**src/rtl/matrix_op_controller.sv**
```systemverilog
// matrix_op_controller
// Command sequencer for the 5x5 signed int8 matrix coprocessor. One command is
// accepted per start pulse in IDLE; a single shared multiplier/adder datapath is
// stepped through every element (or every multiply-accumulate for the matrix
// product) and saturated int8 results are written into a packed result register.

module matrix_op_controller (
    input  logic         clk,
    input  logic         rst,
    input  logic         start,
    input  logic [2:0]   opcode,
    input  logic [199:0] mat_a,
    input  logic [199:0] mat_b,
    output logic [199:0] result,
    output logic         overflow,
    output logic         busy,
    output logic         done,
    output logic         error
);

    typedef enum logic [1:0] {
        IDLE,
        RUN,
        DONE
    } state_t;

    localparam logic [2:0] OP_ADD    = 3'b000;
    localparam logic [2:0] OP_SUB    = 3'b001;
    localparam logic [2:0] OP_MUL    = 3'b010;
    localparam logic [2:0] OP_SCALE  = 3'b011;
    localparam logic [2:0] OP_MATMUL = 3'b100;
    localparam logic [2:0] OP_TRANS  = 3'b101;

    state_t state, state_next;

    logic [199:0]       a_reg, b_reg;
    logic [2:0]         op_reg;
    logic [4:0]         i;
    logic [2:0]         k, row, col;
    logic signed [19:0] acc;

    logic               legal;
    logic               is_mm;
    logic               last_step;
    logic [4:0]         a_idx, b_idx, dst_idx;
    logic signed [7:0]  a_el, b_el, mul_y;
    logic signed [15:0] product;
    logic signed [19:0] a_ext, b_ext, p_ext, value;
    logic [7:0]         sat_val;
    logic               sat_hit;

    assign legal = (opcode <= OP_TRANS);
    assign is_mm = (op_reg == OP_MATMUL);
    assign last_step = (state == RUN) && (i == 5'd24) && (!is_mm || (k == 3'd4));

    // Outputs come straight from registered state, so no input reaches them combinationally.
    assign busy = (state == RUN);
    assign done = (state == DONE);

    // Operand and destination addressing: row/col track i = 5*row+col alongside i.
    always_comb begin
        a_idx   = i;
        b_idx   = i;
        dst_idx = i;
        if (is_mm) begin
            a_idx = {2'b00, row} * 5'd5 + {2'b00, k};
            b_idx = {2'b00, k} * 5'd5 + {2'b00, col};
        end else if (op_reg == OP_TRANS) begin
            dst_idx = {2'b00, col} * 5'd5 + {2'b00, row};
        end
    end

    assign a_el    = a_reg[{a_idx, 3'b000} +: 8];
    assign b_el    = b_reg[{b_idx, 3'b000} +: 8];
    assign mul_y   = (op_reg == OP_SCALE) ? b_reg[7:0] : b_el;
    assign product = a_el * mul_y;
    assign a_ext   = {{12{a_el[7]}}, a_el};
    assign b_ext   = {{12{b_el[7]}}, b_el};
    assign p_ext   = {{4{product[15]}}, product};

    // Select the wide pre-saturation value for the current step of the active opcode.
    always_comb begin
        value = '0;
        case (op_reg)
            OP_ADD:    value = a_ext + b_ext;
            OP_SUB:    value = a_ext - b_ext;
            OP_MUL:    value = p_ext;
            OP_SCALE:  value = p_ext;
            OP_MATMUL: value = (k == 3'd0) ? p_ext : acc + p_ext;
            OP_TRANS:  value = a_ext;
            default:   value = '0;
        endcase
    end

    // Clamp to the int8 range and flag whenever clamping happened.
    always_comb begin
        sat_val = value[7:0];
        sat_hit = 1'b0;
        if (value > 20'sd127) begin
            sat_val = 8'h7F;
            sat_hit = 1'b1;
        end else if (value < -20'sd128) begin
            sat_val = 8'h80;
            sat_hit = 1'b1;
        end
    end

    // State register.
    always_ff @(posedge clk) begin
        if (rst) begin
            state <= IDLE;
        end else begin
            state <= state_next;
        end
    end

    // Next-state logic: illegal opcodes skip RUN and report through DONE immediately.
    always_comb begin
        state_next = state;
        case (state)
            IDLE: begin
                if (start) begin
                    state_next = legal ? RUN : DONE;
                end
            end
            RUN: begin
                if (last_step) begin
                    state_next = DONE;
                end
            end
            DONE:    state_next = IDLE;
            default: state_next = IDLE;
        endcase
    end

    // Command capture, index stepping, accumulation and result writes.
    always_ff @(posedge clk) begin
        if (rst) begin
            a_reg    <= '0;
            b_reg    <= '0;
            op_reg   <= '0;
            result   <= '0;
            overflow <= 1'b0;
            error    <= 1'b0;
            i        <= '0;
            k        <= '0;
            row      <= '0;
            col      <= '0;
            acc      <= '0;
        end else begin
            case (state)
                IDLE: begin
                    if (start) begin
                        a_reg    <= mat_a;
                        b_reg    <= mat_b;
                        op_reg   <= opcode;
                        result   <= '0;
                        overflow <= 1'b0;
                        error    <= !legal;
                        i        <= '0;
                        k        <= '0;
                        row      <= '0;
                        col      <= '0;
                        acc      <= '0;
                    end
                end
                RUN: begin
                    if (is_mm && (k != 3'd4)) begin
                        acc <= value;
                        k   <= k + 3'd1;
                    end else begin
                        result[{dst_idx, 3'b000} +: 8] <= sat_val;
                        if (sat_hit) begin
                            overflow <= 1'b1;
                        end
                        acc <= '0;
                        k   <= '0;
                        i   <= i + 5'd1;
                        if (col == 3'd4) begin
                            col <= '0;
                            row <= row + 3'd1;
                        end else begin
                            col <= col + 3'd1;
                        end
                    end
                end
                default: begin
                end
            endcase
        end
    end

endmodule

```
**config.mk**
```make
export PLATFORM = sky130hd
export DESIGN_NAME = matrix_op_controller
export DESIGN_NICKNAME = d
export VERILOG_FILES = /design/src/rtl/matrix_op_controller.sv
export SDC_FILE = /design/constraint.sdc
export NUM_CORES = 2
export LEC_CHECK = 0
export ABC_AREA = 1
export BUFFER_PORTS_ARGS = -buffer_cell sky130_fd_sc_hd__buf_4
export CAP_MARGIN = 20
export CELL_PAD_IN_SITES_DETAIL_PLACEMENT = 1
export CELL_PAD_IN_SITES_GLOBAL_PLACEMENT = 1
export CORE_MARGIN = 2
export CORE_UTILIZATION = 40
export CTS_CLUSTER_DIAMETER = 50
export DETAILED_ROUTE_END_ITERATION = 8
export GPL_ROUTABILITY_DRIVEN = 1
export PLACE_DENSITY = 0.92
export SKIP_LAST_GASP = 1
export SYNTH_ARGS = -nofsm -noshare
export SYNTH_HDL_FRONTEND = slang
export SYNTH_SLANG_ARGS = --single-unit
```
**constraint.sdc**
```tcl
create_clock -name clk -period 12 [get_ports clk]
set_input_delay 0.6 -clock clk [delete_from_list [all_inputs] [get_ports clk]]
set_output_delay 0.6 -clock clk [all_outputs]
set_load 0.02 [all_outputs]
```
After elaboration in Yosys (flattened, before gate mapping) --
Cells that the tools add are included.
Storage, ports and cells: bits in registers 641, input bits 406, output and inout port bits 204
Operators by class: add/sub/neg operators 11, $mul 4, $lt $le $gt $ge 3, equality and inequality tests 16, shift operators 4, muxes and demuxes 38, reductions and logical operators 17
Operators with widths (count):
- $mux W200 | 2
- $pmux W200 S2 | 1
- $shiftx A200 B9 Y8 | 2
- $bwmux W200 | 1
- $shift A8 B10 Y200 const A | 1
- $shiftx A8 B10 Y200 | 1
- $pmux W20 S5 | 1
- $mux W20 | 3
- $pmux W20 S2 | 1
- $mux W5 | 6
- $mux W8 | 3
- $add A20 B16 Y20 | 1
- $gt A20 B8 Y1 const B | 1
- $lt A20 B8 Y1 const B | 1
- $mux W3 | 6
- $pmux W3 S2 | 3
- $mul A8 B8 Y16 | 1
- $add A5 B3 Y5 | 3
- $mul A3 B3 Y5 const B | 3
- $eq A3 B3 Y1 const B | 4
- $neg A8 Y10 | 1
- $pmux W5 S2 | 1
- $add A3 B1 Y3 const B | 3
- $add A8 B8 Y9 | 1
- other kinds (25) | 42

Longest topological paths before layout --
depth after elaboration 16, depth in mapped cells 61, depth with buffers taken out 60

Worst setup path after synthesis --
No wires, ideal clock.
path type register -> register, start register k[2], end register result[26], library setup time 0.070 ns, arrival time 8.953 ns, data required time 11.930 ns, setup slack 2.976 ns, stages on the path, launching flop included 51, period minus slack after synthesis 9.024 ns, cells stage by stage dfxtp_1 > ha_1 > ha_1 > inv_1 > fa_1 > inv_1 > o21ai_1 > nand2_1 > inv_1 > clkbuf_1 > o21ai_0 > o221ai_1 > nand3_1 > o21ai_0 > inv_1 > nand2_1 > o21ai_1 > or2_2 > (+15 left out) > ha_1 > a21oi_1 > o21ai_0 > a21oi_1 > nand3_1 > nand2_1 > nand3_1 > o21ai_0 > nor2_1 > nor2_1 > inv_1 > nand2_2 > nand2_1 > nand2_2 > nand3_1 > nor2_1 > nand3_1 > a21oi_1
Between the ends: longest elaborated chain between the ends 16
Ends and longest elaborated chain:
- start: declaration | line 39 | logic [2:0] k, row, col;
- start signal: assignment | line 170 | k <= k + 3'd1;
- $mul A3 B3 Y5 | line 67 | b_idx = {2'b00, k} * 5'd5 + {2'b00, col};
- $add A5 B3 Y5 | line 67
- $mux W5 | line 65 | if (is_mm) begin
- $shiftx A200 B9 Y8 | line 74 | assign b_el = b_reg[{b_idx, 3'b000} +: 8];
- $mux W8 | line 75 | assign mul_y = (op_reg == OP_SCALE) ? b_reg[7:0] : b_el;
- $mul A8 B8 Y16 | line 76 | assign product = a_el * mul_y;
- $add A20 B16 Y20 | line 89 | OP_MATMUL: value = (k == 3'd0) ? p_ext : acc + p_ext;
- $mux W20 | line 89
- $pmux W20 S5 | line 84 | case (op_reg)
- $lt A20 B8 Y1 | line 102 | end else if (value < -20'sd128) begin
- $mux W8 | line 102
- $mux W8 | line 99 | if (value > 20'sd127) begin
- $shiftx A8 B10 Y200 | line 172 | result[{dst_idx, 3'b000} +: 8] <= sat_val;
- $bwmux W200 | line 172
- $mux W200 | line 168 | if (is_mm && (k != 3'd4)) begin
- $pmux W200 S2 | line 151 | case (state)
- end signal: indexed assignment | line 172
- end: declaration | line 14 | output logic [199:0] result,
Several ways; a longest one is shown, not always the timed one. The select of a mux whose other input is x is not followed. A chain may end at the register's enable or synchronous reset.

Worst setup path after layout --
start register row[0], end register result[8]
Between the ends: longest elaborated chain between the ends 15
Ends and longest elaborated chain:
- start: declaration | line 39
- start signal: assignment | line 181 | row <= row + 3'd1;
- $mul A3 B3 Y5 | line 66 | a_idx = {2'b00, row} * 5'd5 + {2'b00, k};
- $add A5 B3 Y5 | line 66
- $mux W5 | line 65
- $shiftx A200 B9 Y8 | line 73 | assign a_el = a_reg[{a_idx, 3'b000} +: 8];
- $mul A8 B8 Y16 | line 76
- $add A20 B16 Y20 | line 89
- $mux W20 | line 89
- $pmux W20 S5 | line 84
- $lt A20 B8 Y1 | line 102
- $mux W8 | line 102
- $mux W8 | line 99
- $shiftx A8 B10 Y200 | line 172
- $bwmux W200 * | line 172
- $mux W200 * | line 168
- $pmux W200 S2 * | line 151
Mark *: on every way between the ends. The rest lies on a longest branch, timed or not. The select of a mux whose other input is x is not followed.

==> results.md <==
- Status: finished clean
- Power Density: 284.4 nW/µm²
- Clock Skew: between 40 and 50 ps
- CTS buffer count: 87
- Part of the cycle the worst path needs: 93.56%
- Share of the synthesized area in the top cell type: 39.42%
- Worst hold start: mat_a[42]
- Peak supply drop: between 0.2 and 0.3 mV
- HP Class: input pin to flip-flop
- Setup TNS: 0 ps
- Buffers & Inverters on Critical Path: 8
- CTS tree: yes
- Die span in x: a little under 300 µm
- Initial drt markers: approximately 2600
- Die Span Y: approximately 290 µm
- Worst R2R Path Depth: 48
- Synth Instances: ~4700
- WHS Path Cells: 3
- WHS: 203.3 ps
- Worst path required time: around 13000 ps
- Wire per inst: between 20 and 25 µm
- Via count: 35320
- Mapped Nets: between 5000 and 6000
- Sw Ratio: slightly below 50%
- CTS Root Buffer Type: clkbuf_16
- Critical Path Max Stage Delay: between 500 and 600 ps
- CTS clk-pin slew, worst paths: 60 ps
- Setup Viol. Count Final: 0
- Static Leakage: 17.90 nW
- Top_reg_cell synth: dfxtp_1
- CP max-delay cell: fa_1
- Max-cap violations: 0
- Fin crit period: 11230 ps
- Slew Limit Fails: 0
- Maximum root-to-sink buffer count: 3
- GPL Wtd Cong: about 0.95
- PnR Total Power: 11.66 mW
- R2R Setup Slk: around 770 ps
- Hold EP: a_reg[42]
- Total Routed Length: 136.7 mm
- Setup WS pre-CTS: 630.4 ps
- Synthesized area: roughly 33000 µm²
- Worst slew pin tran: ~1100 ps
- Core box area: approximately 80000 µm²
- Residual DRC: 0
- Initial antenna violation count: 6
- Clk Latency, worst-skew pair: between 600 and 700 ps
- Top cells by area, synth: dfxtp_1 39%, nor2_1 12%, nand2_1 10%
- Mean Syn Cell Area: 6.912 µm²
- Net Switching: around 5.7 mW
- Yosys top cell by area: dfxtp_1
- Final hold viol count: 0
- EDFF count, synth: 0
- Die ar.: between 80000 and 90000 µm²
- Max Fclk: ~90 MHz
- Rows: between 100 and 150
- FF+latch count, synth: 641
- Crit path capture type: flip-flop
- Stages on the worst setup path: 48
- Layout cells sized above 1: 16.83%
- Seq/Total Area, Yosys: roughly two fifths
- Relative slew slack: about a quarter
- Layout area overhead: 25.95%
- Combinational power share: 55.8%
- Startpoint type of the worst setup path: flip-flop
- Cts hold-fix bufs: 0
- CP dominant cell by count: inv_1
- Reg-to-reg startpoint: row[0]
- # fillers: 10220
- DRT antenna net count: 0
- Warning count from the yosys run: 0
- GRT overflow: 0
- Worst r2r dst: result[8]
- GRT Resource Usage Total: around a third
- Largest net degree at the start of global routing: around 260
- Post-synth ARST share: 0%
- First-pass GRT wire length: between 200 and 250 mm
- Final Core Density: between 50% and 60%
- Crit path DAT: 11790 ps
- Final nets: approximately 5800
- PnR worst setup slack: approximately 770 ps
- RSZ-0062 raised after global routing: false
- Clock share of power: a little under a quarter
- Ports: 610
- Post-DP HPWL: roughly 97 mm
- IO buf count: approximately 600
- Sequential share of power: 20.4%
- Number of global-route vias before repair: ~37000
- Initial Utilization: 40.42%
- Crit path max-delay family: adder cells
- Htree depth: 3
- TritonCTS Sinks: ~640
- Synth unique cells: 58
- Internal Power: approximately 6 mW
- First-pass DRT Iterations: 7
- CP Class: flip-flop to flip-flop
- Critical path peak fanout: 15
- Via density: around 5.6
-- cell type report --
class                   instances  area [µm²]  share of cell area, %
diodes                          6       15.01                0.03662
clock buffers                 110        2375                  5.791
clock inverters                53       759.5                  1.852
inverters                     299        1141                  2.783
multi-input cells            3494       17520                  42.74
flip-flops and latches        641       12830                  31.29
well taps                    1060        1326                  3.234
repair buffers                661        5032                  12.27
-- cells in the mapped netlist (all sizes together), types with 4 or more instances --
| cell type | instances |
|---|---|
| nor2 | 1004 |
| nand2 | 883 |
| dfxtp | 641 |
| o21ai | 556 |
| a21oi | 343 |
| nand3 | 314 |
| inv | 295 |
| clkbuf | 205 |
| ha | 98 |
| buf | 71 |
| fa | 62 |
| nor3 | 30 |
| nand4 | 23 |
| o211ai | 22 |
| or2 | 19 |
| xor2 | 18 |
| nand3b | 16 |
| o221ai | 15 |
| a221oi | 11 |
| a31oi | 10 |
| xnor2 | 9 |
| a31o | 8 |
| mux2i | 8 |
| a32o | 6 |
| o21bai | 6 |
| nor4 | 5 |
| clkinv | 4 |
| o31ai | 4 |
-- power by group through the flow --
stage | logic [mW] | clock network, mW | registers [mW]
CTS | 6.38 | 2.80 | 2.38
global route | 7.24 | 2.89 | 2.39
detailed placement | 6.32 | 0 | 2.42
floorplan | 4.35 | 0 | 2.39
global placement | 6.15 | 0 | 2.41
finish | 6.51 | 2.78 | 2.38
-- what timing repair did --
action / 4_1_cts / 5_1_grt
resized for setup: 0 / 6
endpoints found under the setup margin: 0 / 84
buffers inserted: 0 / 0
-- cells in the final DEF (no fill, tap or decap), types with 8 or more instances in the layout --
cell,n
clkinv_4,9
o21ai_1,16
a31oi_1,10
clkbuf_8,9
nand4_1,23
clkbuf_1,13
nand3b_1,16
a21oi_1,343
nor3_1,24
nand2_2,10
o221ai_1,15
inv_6,10
nand2_1,867
xor2_1,17
ha_1,98
o211ai_1,22
nand3_1,313
a31o_2,8
o21ai_0,536
buf_4,653
clkinv_2,9
dfxtp_1,641
mux2i_1,8
a221oi_1,11
inv_2,10
xnor2_1,9
fa_1,62
clkbuf_16,88
inv_1,283
bufinv_16,11
or2_2,18
nor2_1,998
-- per-stage QoR --
step,cell area (µm²),std cells
after floorplan,32560,4710
after global placement,37750,6150
after CTS,40890,6314
after global routing,41010,6324
final,41010,6324
after detailed placement,37750,6151
-- kinds of logic (layout without fill, tap and decap cells) --
kind of cell	Yosys count	after routing	synth area share, %
other	0	6	0
buffers and inverters	575	1123	6.956
XOR/XNOR	27	27	0.7264
multiplexers	8	8	0.2460
AND/OR/NAND/NOR	2298	2298	28.70
AO/OA/AOI/OAI	1001	1001	16.37
adder cells (fa/ha/maj)	160	160	7.579
flip-flops	641	641	39.42
-- worst min-delay path: stages --
cell and delay (ps):
buf_4 70, o21ai_0 70, nor2_1 70
-- layer usage --
| layer | global-route usage [%] | share of wire [%] | vias to the layer above |
|---|---|---|---|
| li1 | - | - | 16330 |
| met1 | 38.61 | 40 | 17170 |
| met2 | 52.92 | 48 | 1388 |
| met3 | 4.843 | 6.1 | 420 |
| met4 | 17.74 | 6.1 | 0 |
| met5 | 0 | 0 | - |
-- worst max path at each step --
| stage | startpoint | endpoint | slack [ps] |
|---|---|---|---|
| 2_1_floorplan | k[2] | result[26] | 2980 |
| 3_3_place_gp | row[0] | result[189] | 840 |
| 3_5_place_dp | row[0] | result[141] | 630 |
| 4_1_cts | row[0] | result[173] | 480 |
| 5_1_grt | row[0] | result[190] | 40 |
| 6_report | row[0] | result[8] | 770 |
Note: power is estimated with default switching activity, not from simulation.
